**src/rtl/cpu_types_pkg.sv**
```systemverilog
// Shared CPU datapath types: words, ALU op codes, operand-source and forward selects,
// plus the ID/EX register layout and its bubble value.
package cpu_types_pkg;

    typedef logic [31:0] word_t;
    typedef logic [4:0]  regbits_t;

    typedef enum logic [3:0] {
        ALU_SLL  = 4'd0,
        ALU_SRL  = 4'd1,
        ALU_SRA  = 4'd2,
        ALU_ADD  = 4'd3,
        ALU_ADDU = 4'd4,
        ALU_SUB  = 4'd5,
        ALU_SUBU = 4'd6,
        ALU_AND  = 4'd7,
        ALU_OR   = 4'd8,
        ALU_XOR  = 4'd9,
        ALU_NOR  = 4'd10,
        ALU_SLT  = 4'd11,
        ALU_SLTU = 4'd12
    } aluop_t;

    typedef enum logic [1:0] {
        SRC_RT   = 2'd0,
        SRC_SEXT = 2'd1,
        SRC_ZEXT = 2'd2,
        SRC_LUI  = 2'd3
    } alusrc_t;

    typedef enum logic [1:0] {
        FWD_NONE = 2'd0,
        FWD_EXM  = 2'd1,
        FWD_MWB  = 2'd2
    } fwd_sel_t;

    localparam aluop_t   BUBBLE_ALUOP = ALU_SLL;
    localparam word_t    BUBBLE_WORD  = 32'h0000_0000;
    localparam regbits_t REG_ZERO     = 5'd0;

    typedef struct packed {
        logic     valid;
        aluop_t   aluop;
        regbits_t rs;
        regbits_t rt;
        word_t    rs_data;
        word_t    rt_data;
        word_t    imm_ext;
        regbits_t shamt;
        alusrc_t  alusrc;
        logic     shift;
        regbits_t rd;
        logic     regwr;
    } ex_reg_t;

    localparam ex_reg_t EX_BUBBLE = '{
        valid:   1'b0,
        aluop:   BUBBLE_ALUOP,
        rs:      REG_ZERO,
        rt:      REG_ZERO,
        rs_data: BUBBLE_WORD,
        rt_data: BUBBLE_WORD,
        imm_ext: BUBBLE_WORD,
        shamt:   REG_ZERO,
        alusrc:  SRC_RT,
        shift:   1'b0,
        rd:      REG_ZERO,
        regwr:   1'b0
    };

    // The immediate is widened once at capture so the EX path only muxes.
    function automatic word_t prep_imm(input alusrc_t src, input logic [15:0] imm);
        word_t w_res;
        case (src)
            SRC_SEXT: w_res = {{16{imm[15]}}, imm};
            SRC_ZEXT: w_res = {16'h0000, imm};
            SRC_LUI:  w_res = {imm, 16'h0000};
            default:  w_res = {{16{imm[15]}}, imm};
        endcase
        return w_res;
    endfunction

endpackage

```
**src/rtl/ex_operand_stage_forward_mux.sv**
```systemverilog
// forward_mux: picks one operand from EX/MEM, MEM/WB or the stored register value.
// Bypass logic is present only when EX_FORWARD_EN is defined.
module forward_mux
    import cpu_types_pkg::*;
(
    input  logic [4:0]  i_reg,
    input  logic [31:0] i_stored,
    input  logic        i_exm_regwr,
    input  logic [4:0]  i_exm_rd,
    input  logic [31:0] i_exm_data,
    input  logic        i_mwb_regwr,
    input  logic [4:0]  i_mwb_rd,
    input  logic [31:0] i_mwb_data,
    output logic [31:0] o_data,
    output logic [1:0]  o_sel
);

`ifdef EX_FORWARD_EN
    logic w_exm_hit;
    logic w_mwb_hit;

    // r0 is hardwired, so a write to it must never bypass.
    assign w_exm_hit = i_exm_regwr && (i_exm_rd != REG_ZERO) && (i_exm_rd == i_reg);
    assign w_mwb_hit = i_mwb_regwr && (i_mwb_rd != REG_ZERO) && (i_mwb_rd == i_reg);

    // Youngest producer wins: EX/MEM before MEM/WB.
    always_comb begin
        o_data = i_stored;
        o_sel  = FWD_NONE;
        if (w_exm_hit) begin
            o_data = i_exm_data;
            o_sel  = FWD_EXM;
        end else if (w_mwb_hit) begin
            o_data = i_mwb_data;
            o_sel  = FWD_MWB;
        end else begin
            o_data = i_stored;
            o_sel  = FWD_NONE;
        end
    end
`else
    logic w_unused_fwd;

    assign w_unused_fwd = ^{i_reg, i_exm_regwr, i_exm_rd, i_exm_data,
                            i_mwb_regwr, i_mwb_rd, i_mwb_data};
    assign o_data = i_stored;
    assign o_sel  = FWD_NONE;
`endif

endmodule

```
**src/rtl/ex_operand_stage.sv**
```systemverilog
// ID/EX pipeline register with operand formation for the ALU.
// Define EX_FORWARD_EN to enable EX/MEM and MEM/WB forwarding and stall refresh.
module ex_operand_stage
    import cpu_types_pkg::*;
(
    input  logic        CLK,
    input  logic        RST,
    input  logic        id_valid,
    input  logic [3:0]  id_aluop,
    input  logic [4:0]  id_rs,
    input  logic [4:0]  id_rt,
    input  logic [31:0] id_rs_data,
    input  logic [31:0] id_rt_data,
    input  logic [15:0] id_imm,
    input  logic [4:0]  id_shamt,
    input  logic [1:0]  id_alusrc,
    input  logic        id_shift,
    input  logic [4:0]  id_rd,
    input  logic        id_regwr,
    input  logic        stall,
    input  logic        flush,
    input  logic        exm_regwr,
    input  logic [4:0]  exm_rd,
    input  logic [31:0] exm_data,
    input  logic        mwb_regwr,
    input  logic [4:0]  mwb_rd,
    input  logic [31:0] mwb_data,
    output logic        ex_valid,
    output logic [3:0]  ex_aluop,
    output logic [31:0] ex_port_a,
    output logic [31:0] ex_port_b,
    output logic [4:0]  ex_rd,
    output logic        ex_regwr,
    output logic [1:0]  ex_fwd_a,
    output logic [1:0]  ex_fwd_b
);

    ex_reg_t     r_stage;
    ex_reg_t     w_load;
    logic [31:0] w_fwd_a_data;
    logic [31:0] w_fwd_b_data;
    logic [1:0]  w_fwd_a_sel;
    logic [1:0]  w_fwd_b_sel;

    // Next contents when decode is accepted; an invalid slot becomes a bubble.
    always_comb begin
        w_load = EX_BUBBLE;
        if (id_valid) begin
            w_load.valid   = 1'b1;
            w_load.aluop   = aluop_t'(id_aluop);
            w_load.rs      = id_rs;
            w_load.rt      = id_rt;
            w_load.rs_data = id_rs_data;
            w_load.rt_data = id_rt_data;
            w_load.imm_ext = prep_imm(alusrc_t'(id_alusrc), id_imm);
            w_load.shamt   = id_shamt;
            w_load.alusrc  = alusrc_t'(id_alusrc);
            w_load.shift   = id_shift;
            w_load.rd      = id_rd;
            w_load.regwr   = id_regwr;
        end else begin
            w_load = EX_BUBBLE;
        end
    end

`ifdef EX_FORWARD_EN
    logic w_mwb_hit_rs;
    logic w_mwb_hit_rt;

    assign w_mwb_hit_rs = mwb_regwr && (mwb_rd != REG_ZERO) && (mwb_rd == r_stage.rs);
    assign w_mwb_hit_rt = mwb_regwr && (mwb_rd != REG_ZERO) && (mwb_rd == r_stage.rt);
`endif

    // Pipeline register: flush beats stall; a held slot still absorbs retiring writes.
    always_ff @(posedge CLK or posedge RST) begin
        if (RST) begin
            r_stage <= EX_BUBBLE;
        end else if (flush) begin
            r_stage <= EX_BUBBLE;
        end else if (stall) begin
`ifdef EX_FORWARD_EN
            if (w_mwb_hit_rs) begin
                r_stage.rs_data <= mwb_data;
            end
            if (w_mwb_hit_rt) begin
                r_stage.rt_data <= mwb_data;
            end
`else
            r_stage <= r_stage;
`endif
        end else begin
            r_stage <= w_load;
        end
    end

    forward_mux u_fwd_a (
        .i_reg       (r_stage.rs),
        .i_stored    (r_stage.rs_data),
        .i_exm_regwr (exm_regwr),
        .i_exm_rd    (exm_rd),
        .i_exm_data  (exm_data),
        .i_mwb_regwr (mwb_regwr),
        .i_mwb_rd    (mwb_rd),
        .i_mwb_data  (mwb_data),
        .o_data      (w_fwd_a_data),
        .o_sel       (w_fwd_a_sel)
    );

    forward_mux u_fwd_b (
        .i_reg       (r_stage.rt),
        .i_stored    (r_stage.rt_data),
        .i_exm_regwr (exm_regwr),
        .i_exm_rd    (exm_rd),
        .i_exm_data  (exm_data),
        .i_mwb_regwr (mwb_regwr),
        .i_mwb_rd    (mwb_rd),
        .i_mwb_data  (mwb_data),
        .o_data      (w_fwd_b_data),
        .o_sel       (w_fwd_b_sel)
    );

    // Operand steering; shifts take the rt value on port A and shamt on port B.
    always_comb begin
        ex_port_a = BUBBLE_WORD;
        ex_port_b = BUBBLE_WORD;
        ex_fwd_a  = FWD_NONE;
        ex_fwd_b  = FWD_NONE;
        if (!r_stage.valid) begin
            ex_port_a = BUBBLE_WORD;
            ex_port_b = BUBBLE_WORD;
            ex_fwd_a  = FWD_NONE;
            ex_fwd_b  = FWD_NONE;
        end else if (r_stage.shift) begin
            ex_port_a = w_fwd_b_data;
            ex_port_b = {27'd0, r_stage.shamt};
            ex_fwd_a  = w_fwd_a_sel;
            ex_fwd_b  = w_fwd_b_sel;
        end else if (r_stage.alusrc == SRC_RT) begin
            ex_port_a = w_fwd_a_data;
            ex_port_b = w_fwd_b_data;
            ex_fwd_a  = w_fwd_a_sel;
            ex_fwd_b  = w_fwd_b_sel;
        end else begin
            ex_port_a = w_fwd_a_data;
            ex_port_b = r_stage.imm_ext;
            ex_fwd_a  = w_fwd_a_sel;
            ex_fwd_b  = w_fwd_b_sel;
        end
    end

    assign ex_valid = r_stage.valid;
    assign ex_aluop = r_stage.aluop;
    assign ex_rd    = r_stage.rd;
    assign ex_regwr = r_stage.regwr;

endmodule
```
**config.mk**
```make
export PLATFORM = sky130hd
export DESIGN_NAME = ex_operand_stage
export DESIGN_NICKNAME = d
export VERILOG_FILES = /design/src/rtl/cpu_types_pkg.sv /design/src/rtl/ex_operand_stage_forward_mux.sv /design/src/rtl/ex_operand_stage.sv
export SDC_FILE = /design/constraint.sdc
export NUM_CORES = 1
export LEC_CHECK = 0
export CAP_MARGIN = 20
export CORE_ASPECT_RATIO = 0.9
export CORE_MARGIN = 1.5
export CORE_UTILIZATION = 40
export DETAILED_ROUTE_END_ITERATION = 10
export PLACE_DENSITY = 0.79
export SYNTH_ARGS = -nofsm -noshare
export SYNTH_HDL_FRONTEND = slang
export SYNTH_SLANG_ARGS = --single-unit
```
**constraint.sdc**
```tcl
create_clock -name CLK -period 5.7 [get_ports CLK]
set_clock_uncertainty 0.2 [all_clocks]
set_input_delay 1.14 -clock CLK [delete_from_list [all_inputs] [get_ports CLK]]
set_output_delay 1.14 -clock CLK [all_outputs]
set_load 0.01 [all_outputs]
```
==> flow_summary_export.csv <==
group,metric,value,unit
timing,slew_headroom,0.300,
clock_tree,cts_resized,0,
floorplan,start_util,0.407,
final_layout,diodes,0,
timing,tightestPinTransition,1.05,ns
logic_synthesis,ys_ff_latch,115,
floorplan,die_area,14900,sq um
global_route,track_usage,0.225,
power,p_seq_frac,0.415,
power,power.leakage,3.23,nW
timing,setup_ws,1.49,ns
detailed_routing,antenna_left,0,
place,dp_hpwl,11300,microns
timing,finalSetupViolCount,0,
clock_tree,cts_tree,"done",
power,ir_drop,199,uV
floorplan,ioPinCount,268,
place,port_buffers,177,
logic_synthesis,syn_avg_cell_area,11.3,sq um
logic_synthesis,synth-seq-area-share,0.507,
power,power_density,262,nW/um^2
power,p_sw,0.484,mW
worst_setup_path,crit_path_end_kind,"output port",
global_route,grt-ovfl-total,0,
global_route,grt_max_degree,101,
worst_setup_path,critPathMaxFanout,44,
floorplan,core,14000,sq um
clock_tree,root_buffer,"clkbuf_16",
clock_tree,cts_buffers,17,
final_layout,multi_input_area,2390,sq um
clock_tree,cts_buffer_depth,2,
final_layout,area_delta_synth_final,41.2,%
detailed_routing,drcViolationCount,0,
worst_setup_path,arrival,2.87,ns
logic_synthesis,synth_xor_area_frac,0,
detailed_routing,routedWlPerCell,19.4,microns
worst_setup_path,cp_slowest_cell,"nand2b_1",
worst_setup_path,crit_required,4.36,ns
final_layout,n_fill_cell,1176,
logic_synthesis,synth_compound_area_frac,0.252,
timing,setup_tns,0,ns
final_layout,finalNetCount,835,
detailed_routing,via_per_inst,5.46,
detailed_routing,drtIter0Drc,326,
final_layout,final_common_cell,"clkdlybuf4s50_1",
floorplan,num_rows,41,
clock_tree,cts_htree_levels,4,
worst_setup_path,crit_path_max_incr_delay,0.90,ns
clock_tree,post_cts_buffers,0,
power,p_int,1.62,mW
timing,hold_viol_final,0,
global_route,grt_pass1_vias,4601,
timing,whs,0.301,ns
power,power.total,2.10,mW
worst_setup_path,start_kind,"flop",
worst_setup_path,crit_chain,"buf_4 > nand2b_1 > a21oi_1 > clkdlybuf4s50_1",
place,gp_congestion,0.839,
power,p_sw_frac,0.230,
logic_synthesis,synthMuxAreaShare,0.0582,
clock_tree,hold_buffers,0,
global_route,grt_pass1_wl,25500,microns
worst_setup_path,crit_type,"flop to output port",
detailed_routing,wl,16500,microns
logic_synthesis,synth-adder-area-share,0,
run,drv_cap,0,
detailed_routing,via_count,4648,
power,power.share.clock,0.472,
logic_synthesis,synth_cells,504,
floorplan,die_height,116,microns
logic_synthesis,yosys_warnings,0,
timing,rsz0062_at_grt,"no",
logic_synthesis,yosys.area_share.simple,0.108,
timing,drv_slew,0,
detailed_routing,dr.pass1.iters,5,
clock_tree,clk_latency,0.41,ns
clock_tree,path_clk_slew,0.05,ns
logic_synthesis,synth_cell_types,28,
timing,post-route-period-util,0.738,
final_layout,final_cell_mix,"clkdlybuf4s50_1, dfrtp_1, a22o_1",
final_layout,drive_gt1_frac,0.0912,
place,post-place-ws,1.91,ns
logic_synthesis,syn-cell-area,5680,sq um
final_layout,seqCellArea,2880,sq um
clock_tree,clkSinkCount,115,
timing,fmax,238,MHz
timing,post-route-min-period,4.21,ns
global_route,antenna_found_initial,0,
power,power_frac_comb,0.112,
floorplan,die_width,129,microns
run_status,outcome,"completed",
min_path,hp-class,"flop to flop",
logic_synthesis,synth_top_family_by_area,"compound AO/OA/AOI/OAI gates",
==> registers in the layout, indices dropped and copies added, names as in the netlist <==
register  flops
ex_regwr      1
ex_rd         5
r_stage     104
ex_aluop      4
ex_valid      1
==> layout make-up <==
type	count	area share
well taps	193	0.0301
clock inverters	4	0.00593
flip-flops and latches	115	0.359
repair buffers	188	0.235
multi-input cells	308	0.299
inverters	16	0.00781
clock buffers	27	0.0628
==> cells in the mapped netlist <==
cell      instances  area [sq um]
and2b_2           1          8.76
nor3b_1           6          45.0
nand2b_1          8          50.1
o21ai_0          27           135
buf_1             2          7.51
a22o_1           82           718
buf_4            13          97.6
a21boi_0          6          45.0
conb_1            1          3.75
buf_8             1          15.0
buf_6             1          11.3
clkbuf_2          1          5.00
clkbuf_1         21          78.8
or3b_1            8          70.1
a21o_1            1          7.51
dfrtp_1         115          2880
or3b_2           20           175
o311a_1           5          50.1
a32o_1           17           170
inv_1            16          60.1
nor2_1            1          3.75
a21oi_1          27           135
o21a_1            5          37.5
o32ai_1          15           131
buf_2            29           145
nand2_1           1          3.75
nor2b_1          41           257
mux2i_1          33           330
==> final timing paths <==
| check | startpoint | endpoint | slack (ns) | cells after the start |
|---|---|---|---|---|
| worst max register to register | r_stage[8] | r_stage[8] | 4.21 | 1 |
| max in group asynchronous | RST | r_stage[18] | 3.11 | 3 |
| worst max-delay path | r_stage[6] | ex_port_b[29] | 1.49 | 4 |
| min in group asynchronous | RST | r_stage[81] | 1.11 | 2 |
| worst min register to register | r_stage[12] | r_stage[12] | 0.30 | 1 |
| worst min-delay path | r_stage[12] | r_stage[12] | 0.30 | 1 |
==> worst max-delay path, delay by kind of cell, from the launching register on <==
kind                   cells  cell delay [ns]
buffers and inverters      2             1.09
AND/OR/NAND/NOR            1             0.90
flip-flops                 1             0.34
AO/OA/AOI/OAI              1             0.14
==> cell families after synthesis <==
| group | Yosys count |
|---|---|
| AOI/OAI and AO/OA | 185 |
| buffers and inverters | 84 |
| other | 1 |
| muxes | 33 |
| and+or+nand+nor | 86 |
| DFF | 115 |
==> per-stage QoR <==
stage	std cells	instance area, sq um	utilization
after CTS	849	7970	0.571
after detailed placement	818	7420	0.532
final	851	8020	0.574
after global placement	818	7420	0.532
after floorplan	507	5690	-
after global routing	851	8020	0.574
==> routing by layer <==
| metal | global-route usage | vias up | routed length (microns) |
|---|---|---|---|
| li1 | - | 2144 | - |
| met1 | 0.319 | 2316 | 7720 |
| met2 | 0.336 | 168 | 7640 |
| met3 | 0.0591 | 20 | 861 |
| met4 | 0.0734 | 0 | 275 |
| met5 | 0 | - | 0 |
==> power by group through the flow <==
stage	logic (mW)	clock network (mW)	registers, mW
2_1_floorplan	0.125	0	0.874
3_3_place_gp	0.225	0	0.886
3_5_place_dp	0.231	0	0.887
4_1_cts	0.231	1.00	0.874
5_1_grt	0.255	1.04	0.876
6_report	0.236	0.992	0.873
(Power assumes the default switching activity.)
